<file path="config.mk">
export PLATFORM = sky130hd
export DESIGN_NAME = reg_file_param
export DESIGN_NICKNAME = d
export VERILOG_FILES = /design/src/rtl/regfile_pkg.sv /design/src/rtl/regfile_clear_seq.sv /design/src/rtl/reg_file_param.sv
export SDC_FILE = /design/constraint.sdc
export NUM_CORES = 1
export LEC_CHECK = 0
export CORE_ASPECT_RATIO = 0.6
export CORE_UTILIZATION = 62
export DETAILED_ROUTE_END_ITERATION = 10
export PLACE_DENSITY = 0.8
export SYNTH_ARGS = -nofsm -noshare
export SYNTH_HDL_FRONTEND = slang
export SYNTH_SLANG_ARGS = --single-unit
export TNS_END_PERCENT = 30
</file>
<file path="constraint.sdc">
create_clock -name CLK -period 5.09 [get_ports CLK]
set_input_delay 1.527 -clock CLK [delete_from_list [all_inputs] [get_ports CLK]]
set_output_delay 1.527 -clock CLK [all_outputs]
set_load 0.02 [all_outputs]
</file>
<file path="src/rtl/regfile_pkg.sv">
// Shared types and constants for the parametrised RV32I register file.
// Holds the clear/run state enum, default geometry and the hardwired-zero index.
package regfile_pkg;

   typedef enum logic {
      CLEAR = 1'b0,
      RUN   = 1'b1
   } state_t;

   localparam int DEF_WIDTH = 32;
   localparam int DEF_DEPTH = 32;
   localparam int ZERO_REG  = 0;

endpackage

</file>
<file path="src/rtl/regfile_clear_seq.sv">
// Post-reset clear sequencer: sweeps every entry to zero, one per cycle,
// then raises READY and stays in RUN until the next reset.
module regfile_clear_seq
   import regfile_pkg::*;
#(
   parameter int DEPTH = DEF_DEPTH,
   localparam int AW   = $clog2(DEPTH)
) (
   input  logic          CLK,
   input  logic          RST,
   output logic          clr_we,
   output logic [AW-1:0] clr_addr,
   output logic          READY
);

   localparam logic [AW-1:0] LAST = AW'(DEPTH - 1);

   state_t        state_reg, state_next;
   logic [AW-1:0] ptr_reg, ptr_next;

   always_ff @(posedge CLK or posedge RST) begin
      if (RST) begin
         state_reg <= CLEAR;
         ptr_reg   <= '0;
      end else begin
         state_reg <= state_next;
         ptr_reg   <= ptr_next;
      end
   end

   always_comb begin
      state_next = state_reg;
      ptr_next   = ptr_reg;
      clr_we     = 1'b0;
      READY      = 1'b0;
      case (state_reg)
         CLEAR: begin
            clr_we   = 1'b1;
            ptr_next = ptr_reg + AW'(1);
            // The last entry is written on the same edge that enters RUN.
            if (ptr_reg == LAST) begin
               state_next = RUN;
            end
         end
         RUN: begin
            READY = 1'b1;
         end
         default: begin
            state_next = CLEAR;
         end
      endcase
   end

   assign clr_addr = ptr_reg;

endmodule

</file>
<file path="src/rtl/reg_file_param.sv">
// Parametrised register file: one write port, two registered read ports, x0 = 0.
// Optional write-to-read forwarding is enabled with `define REGFILE_BYPASS_EN.
module reg_file_param
   import regfile_pkg::*;
#(
   parameter int WIDTH = DEF_WIDTH,
   parameter int DEPTH = DEF_DEPTH,
   localparam int AW   = $clog2(DEPTH)
) (
   input  logic             CLK,
   input  logic             RST,
   input  logic             W_EN,
   input  logic [AW-1:0]    address,
   input  logic [WIDTH-1:0] INIT,
   input  logic [AW-1:0]    space1,
   input  logic [AW-1:0]    space2,
   output logic [WIDTH-1:0] REG1,
   output logic [WIDTH-1:0] REG2,
   output logic             READY
);

   localparam logic [AW:0]   DEPTH_W = (AW + 1)'(DEPTH);
   localparam logic [AW-1:0] X0      = AW'(ZERO_REG);

   // No reset on the array: the clear sequencer zeroes it after every reset.
   logic [WIDTH-1:0] mem [DEPTH];

   logic          clr_we;
   logic [AW-1:0] clr_addr;
   logic          wr_valid;
   logic [1:0][AW-1:0] raddr;

   regfile_clear_seq #(.DEPTH(DEPTH)) u_clear_seq (
      .CLK      (CLK),
      .RST      (RST),
      .clr_we   (clr_we),
      .clr_addr (clr_addr),
      .READY    (READY)
   );

   assign wr_valid = READY && W_EN && (address != X0) && ({1'b0, address} < DEPTH_W);
   assign raddr    = {space2, space1};

   always_ff @(posedge CLK) begin
      if (clr_we) begin
         mem[clr_addr] <= '0;
      end else if (wr_valid) begin
         mem[address] <= INIT;
      end
   end

   genvar gi;
   generate
      for (gi = 0; gi < 2; gi++) begin : g_rd
         logic [WIDTH-1:0] rd_next;
         logic [WIDTH-1:0] rdata_reg;

         always_comb begin
            rd_next = '0;
            if ((raddr[gi] != X0) && ({1'b0, raddr[gi]} < DEPTH_W)) begin
               rd_next = mem[raddr[gi]];
            end
`ifdef REGFILE_BYPASS_EN
            // Forward the word being written so the reader sees it this cycle.
            if (wr_valid && (address == raddr[gi])) begin
               rd_next = INIT;
            end
`endif
         end

         always_ff @(posedge CLK or posedge RST) begin
            if (RST) begin
               rdata_reg <= '0;
            end else if (!READY) begin
               rdata_reg <= '0;
            end else begin
               rdata_reg <= rd_next;
            end
         end
      end
   endgenerate

   assign REG1 = g_rd[0].rdata_reg;
   assign REG2 = g_rd[1].rdata_reg;

endmodule

</file>
After elaboration in Yosys (flattened, before gate mapping)
Memory sizes are Yosys's and may differ from the RTL's.
Index checks and enable logic that the tools add are counted.
- register bits: 70
- latch bits: 0
- memory bits (writable): 1024
- bits in read-only memories: 0
- output and inout port bits: 65
- logic and storage cells: 27
- memories: 1
- $add $sub $neg: 1
- multipliers: 0
- divide/modulo/power cells: 0
- order comparisons: 0
- eq/ne operators: 1
- shift-type cells: 0
- muxes and demuxes: 14
- bitwise logic cells: 0
- reductions and logical operators: 6
- memory list (name ; depth ; bits a word ; rd ports ; clocked after memory_dff ; write ports ; RTL line ; RTL):
    mem ; 32 ; 32 ; 2 ; 0 ; 1 ; reg_file_param.sv:26 ; logic [WIDTH-1:0] mem [DEPTH];
- operators by type and width (kind ; count):
    2-to-1 mux 32 bit ; 5
    OR reduction 32 bit ; 1
    nonzero test 5 bit ; 3
    2-to-1 mux 1 bit ; 8
    adder 5 x 1 -> 5 bit (second input constant) ; 1
    == test 5 bit (second input constant) ; 1
    2-to-1 mux 5 bit ; 1
    logical AND 1 bit ; 2

Depth between registers and ports, before layout
- depth after elaboration: 8
- depth in mapped cells: 8
- mapped depth without buffers: 4

Cells and area by module
Synthesis repeated with hierarchy kept, for this count alone.
- cell total of the unflattened synthesis: 2809
- area, all modules: 49351.1 um2
- by module, submodules not included (module ; instances ; cells each ; area an instance (um2) ; seq. area each (um2)):
    reg_file_param ; 1 ; 2789 ; 49043.3 ; 32351.0
    regfile_clear_seq ; 1 ; 20 ; 307.8 ; 150.1

Worst setup path after synthesis
OpenSTA, ideal clock, no wires.
- path kind: input to register
- from: input address[4]
- to: memory mem[11][0] (netlist bit) (enable)
- arrival time: 4.745 ns
- required time: 4.629 ns
- slack: -0.116 ns
- stages: 5
- path buffers: 1
- cells stage by stage: clkbuf_1 > nor3_1 > a21o_1 > a21oi_1 > nor3_1
- word-level cells in the longest chain between the ends: 7
- elaborated cells between the ends (all ways): 8
- classes of those cells: 5 x mux; 3 x reduce/logical
- ends and longest elaborated chain (what ; RTL line ; RTL):
    start, declared ; reg_file_param.sv:13 ; input logic [AW-1:0] address,
    nonzero test 5 bit ; reg_file_param.sv:41 ; assign wr_valid = READY && W_EN && (address != X0) && ({1'b0, address} < DEPTH_W);
    logical AND 1 bit ; reg_file_param.sv:41 ;
    2-to-1 mux 1 bit ; reg_file_param.sv:47 ; end else if (wr_valid) begin
    2-to-1 mux 1 bit ; reg_file_param.sv:45 ; if (clr_we) begin
    2-to-1 mux 1 bit (implied by the code) ; reg_file_param.sv:48 ; mem[address] <= INIT;
    OR reduction 32 bit (no source line) ; - ;
    2-to-1 mux 5 bit (no source line) / 2-to-1 mux 1 bit (equally long branches) ; - ;
    end, declared ; reg_file_param.sv:26 ;
Several ways; a longest one is shown, not always the timed one.

Final worst setup path
- from: register u_clear_seq.state_reg
- to: output READY
- word-level cells in the longest chain between the ends: 1
- ends and longest elaborated chain (what ; RTL line ; RTL):
    start, declared ; regfile_clear_seq.sv:18 ; state_t state_reg, state_next;
    start signal, assigned ; regfile_clear_seq.sv:26 ; state_reg <= state_next;
    2-to-1 mux 1 bit ; regfile_clear_seq.sv:36 ; case (state_reg)
    end, declared ; reg_file_param.sv:19 ; output logic READY
No other way between the ends.

==> results.md <==
* Htree depth at 3
* Critical Path RT at 3560 ps
* Tot Pwr at 19.5 mW
* WL final at 150 mm
* Vias at 28400
* Fin nets at about 2600
* Area Overhead vs Synth at 13.6%
* Largest register FFs at around 1000
* Post-cts sizing count at 0
* Fillers at 4445
* CP Class: reg2out
* Io pins at 115
* Post-CTS setup buffers at 0
* Mapped Cells at around 2300
* Mux cell area share after synthesis at 28.0%
* Number of synthesized flops with an enable pin at 1024
* Leak at ~20 nW
* GRT overflow at 0
* Netlist cell types at 47
* Worst Max-Slew Pin Slew at 1350 ps
* FF-to-FF End: REG1[2]
* Final ANT Viol Nets at 0
* Chip width at 367 um
* Clock Latency Late Sink at around 700 ps
* Syn_nets at 2395
* Drc violations at 0
* Port Buffers at ~110
* CTS sink cnt at 1094
* Synth Area in Adders at less than 1%
* R2R Setup Slk at 1650 ps
* Crit share post-route at 77.7%
* Slew HR at between 10% and 20%
* Hold_sp: u_clear_seq.clr_addr[0]
* Crit-path slowest cell: dfrtp_1
* Crit path cell chain: clkdlybuf4s50_1
* Fmax achieved at between 200 and 300 MHz
* CP peak stage delay at 960 ps
* Crit path max-delay family: flip-flops
* Initial DRC Count at 5369
* Hold WC Path Type: reg2reg
* Starting Density at about 63%
* Layout cell share with drive strength beyond 1 at ~33%
* CTS tree: done
* Initial antenna violation count at 8
* Num CTS Buffers at between 90 and 100
* Wirelength per Cell at 41.0 um
* Pwr/cell area at about 350 nW/um2
* Syn avg cell area at about 21 um2
* Setup Skew at ~23 ps
* Hold Path End: u_clear_seq.clr_addr[0]
* Max-slew violations at 0
* Post-Syn Area at 49600 um2
* Setup-failing EPs final at 0
* Post-synthesis xor/xnor area fraction at less than 1%
* Post-synthesis compound-gate area fraction at 3.15%
* Core ar. at 78400 um2
* Die height at 221 um
* Total Routing Usage GR at 37.8%
* VDD IR max at 264 uV
* Full die area at between 80000 and 90000 um2
* CTS Hold Bufs at 0
* Synthesized flop and latch total at 1094
* Hold path depth at 1
* Largest register by flop count: mem
* Critical Path Stages at 1
* Critical path fanouts, max at 24
* Clock-pin slew on the worst setup and hold paths at 70 ps
* Setup crit end kind: primary output
* Sequential area share after synthesis at 65.5%
* Synth Area in Simple Gates at 1.26%
* Root buf cell: clkbuf_16
* Startpoint Class: flop
* Largest family of logic cells by synthesized area: multiplexers
* Synth warn at 0
* Top cells by area, synth: edfxtp_1 62%, mux4_2 23%, mux2i_1 5.3%
* Vias per cell at 7.76
* RR Startpoint: u_clear_seq.state_reg
* Std cell rows at 79
* Vias in the first global route at 28000
* Worst-case reg-to-reg path depth at 2
* Fin crit period at 3960 ps
* Placed Area at ~53000 um2
* Buf/Inv on CP at 1
* Async set or reset register ratio after synthesis at 6.40%
* Final Hold Fails at 0
* Post-synth top area share at between 60% and 70%
* Routability cong. at 0.977
* Outcome: finished clean
* Design area at between 50000 and 60000 um2
* Crit path DAT at 2430 ps
* Setup tns final at 0 ps
* Hpwl dp at 92.7 mm
* RSZ-0062 raised after global routing: false
* Synth area leader: edfxtp_1
* First-pass GRT wire length at roughly 210 mm
* Max-Cap Viols at 0
* CTS Buffer Depth at 3
* DR pass1 iterations at 5
* Most used DFF post-synth: edfxtp_1
* Largest net degree at the start of global routing at 117
## worst register-to-register path: stages, from the launching register on
cell and delay [ps]:
dfrtp_1 960, nand3b_1 950, o221ai_1 1300
## cells in the final DEF, fill, tap and decap left out, drive strengths merged, types with 5 or more instances in the layout
master / synthesis / routed
o221ai: 57 / 57
clkinv: 0 / 36
o22a: 57 / 57
nor2: 29 / 29
mux2i: 263 / 263
a21o: 9 / 9
bufinv: 0 / 16
clkbuf: 51 / 116
and2: 34 / 34
buf: 130 / 154
a22o: 7 / 7
dfrtp: 70 / 70
a2111oi: 7 / 7
a31oi: 13 / 13
a22oi: 14 / 14
edfxtp: 1024 / 1024
nor2b: 12 / 12
inv: 5 / 9
a21oi: 10 / 10
nor3: 12 / 12
nand3: 5 / 5
clkdlybuf4s50: 0 / 108
clkinvlp: 0 / 10
mux4: 498 / 498
## cell usage after synthesis, types with 3 or more instances
master,count
and3_1,3
o22a_1,57
a22oi_1,14
dfrtp_1,70
and4b_1,3
a32oi_1,3
buf_4,23
and2_1,34
a21o_1,9
o221ai_1,57
a31oi_1,13
nand3_1,5
nor2b_1,12
clkbuf_1,50
nor3_1,12
buf_1,20
mux2i_1,263
nor2_1,29
mux4_2,498
buf_2,69
inv_1,5
edfxtp_1,1024
buf_6,18
xnor2_1,3
a2111oi_2,7
a21oi_1,10
a22o_1,7
## routing by layer
metal | global-route usage, % | wire, um | up-vias | part of all wire (%)
met1 | 57.1 | 54700 | 14700 | 36
met4 | 11.2 | 5010 | 8 | 3.3
met3 | 16.7 | 28500 | 331 | 19
met5 | 0 | 46 | - | 0.031
li1 | - | - | 10600 | -
met2 | 50.1 | 62000 | 2760 | 41
## stage by stage
step | hold WS, ps | worst slack [ps] | utilization, % | instances
floorplan | 496 | -116 | - | 2343
global placement | 560 | 693 | 67.5 | 3478
detailed placement | 574 | 644 | 67.5 | 3478
CTS | 584 | 1140 | 71.9 | 3659
global route | 626 | 1090 | 71.9 | 3659
finish | 592 | 1130 | 71.9 | 3662
## power breakdown
part           internal [mW]  total (mW)  switching [mW]
clock                   4.53        7.93            3.40
combinational          0.632        1.63           0.996
sequential              9.90        9.93          0.0319
## cell type report
cell class                 count  area (um2)  share of cell area, %
inverter                       5        21.3                 0.0378
tap                         1053        1320                   2.34
sequential                  1094       32500                   57.7
antenna                        3        7.51                 0.0133
clock inverter                66         772                   1.37
timing repair buffer         263        2700                   4.79
clock buffer                 115        2640                   4.69
multi-input combinational   1063       16400                   29.1
## cells by family (layout without fill, tap and decap cells)
kind of cell,count (synthesis),after routing
AO/OA/AOI/OAI,184,184
XOR/XNOR,3,3
adder cells (fa/ha/maj),2,2
buffers and inverters,186,449
flip-flops,1094,1094
multiplexers,763,763
other,0,3
AND/OR/NAND/NOR,111,111
## worst max-delay path by stage
stage	start	endpoint	slack, ps
6_report	u_clear_seq.state_reg	READY	1130
5_1_grt	u_clear_seq.state_reg	READY	1090
4_1_cts	u_clear_seq.state_reg	READY	1140
3_5_place_dp	address[4]	mem[11][0]	640
3_3_place_gp	address[4]	mem[31][11]	690
2_1_floorplan	address[4]	mem[11][0]	-120
No activity file was read; power rests on OpenSTA's default activity.
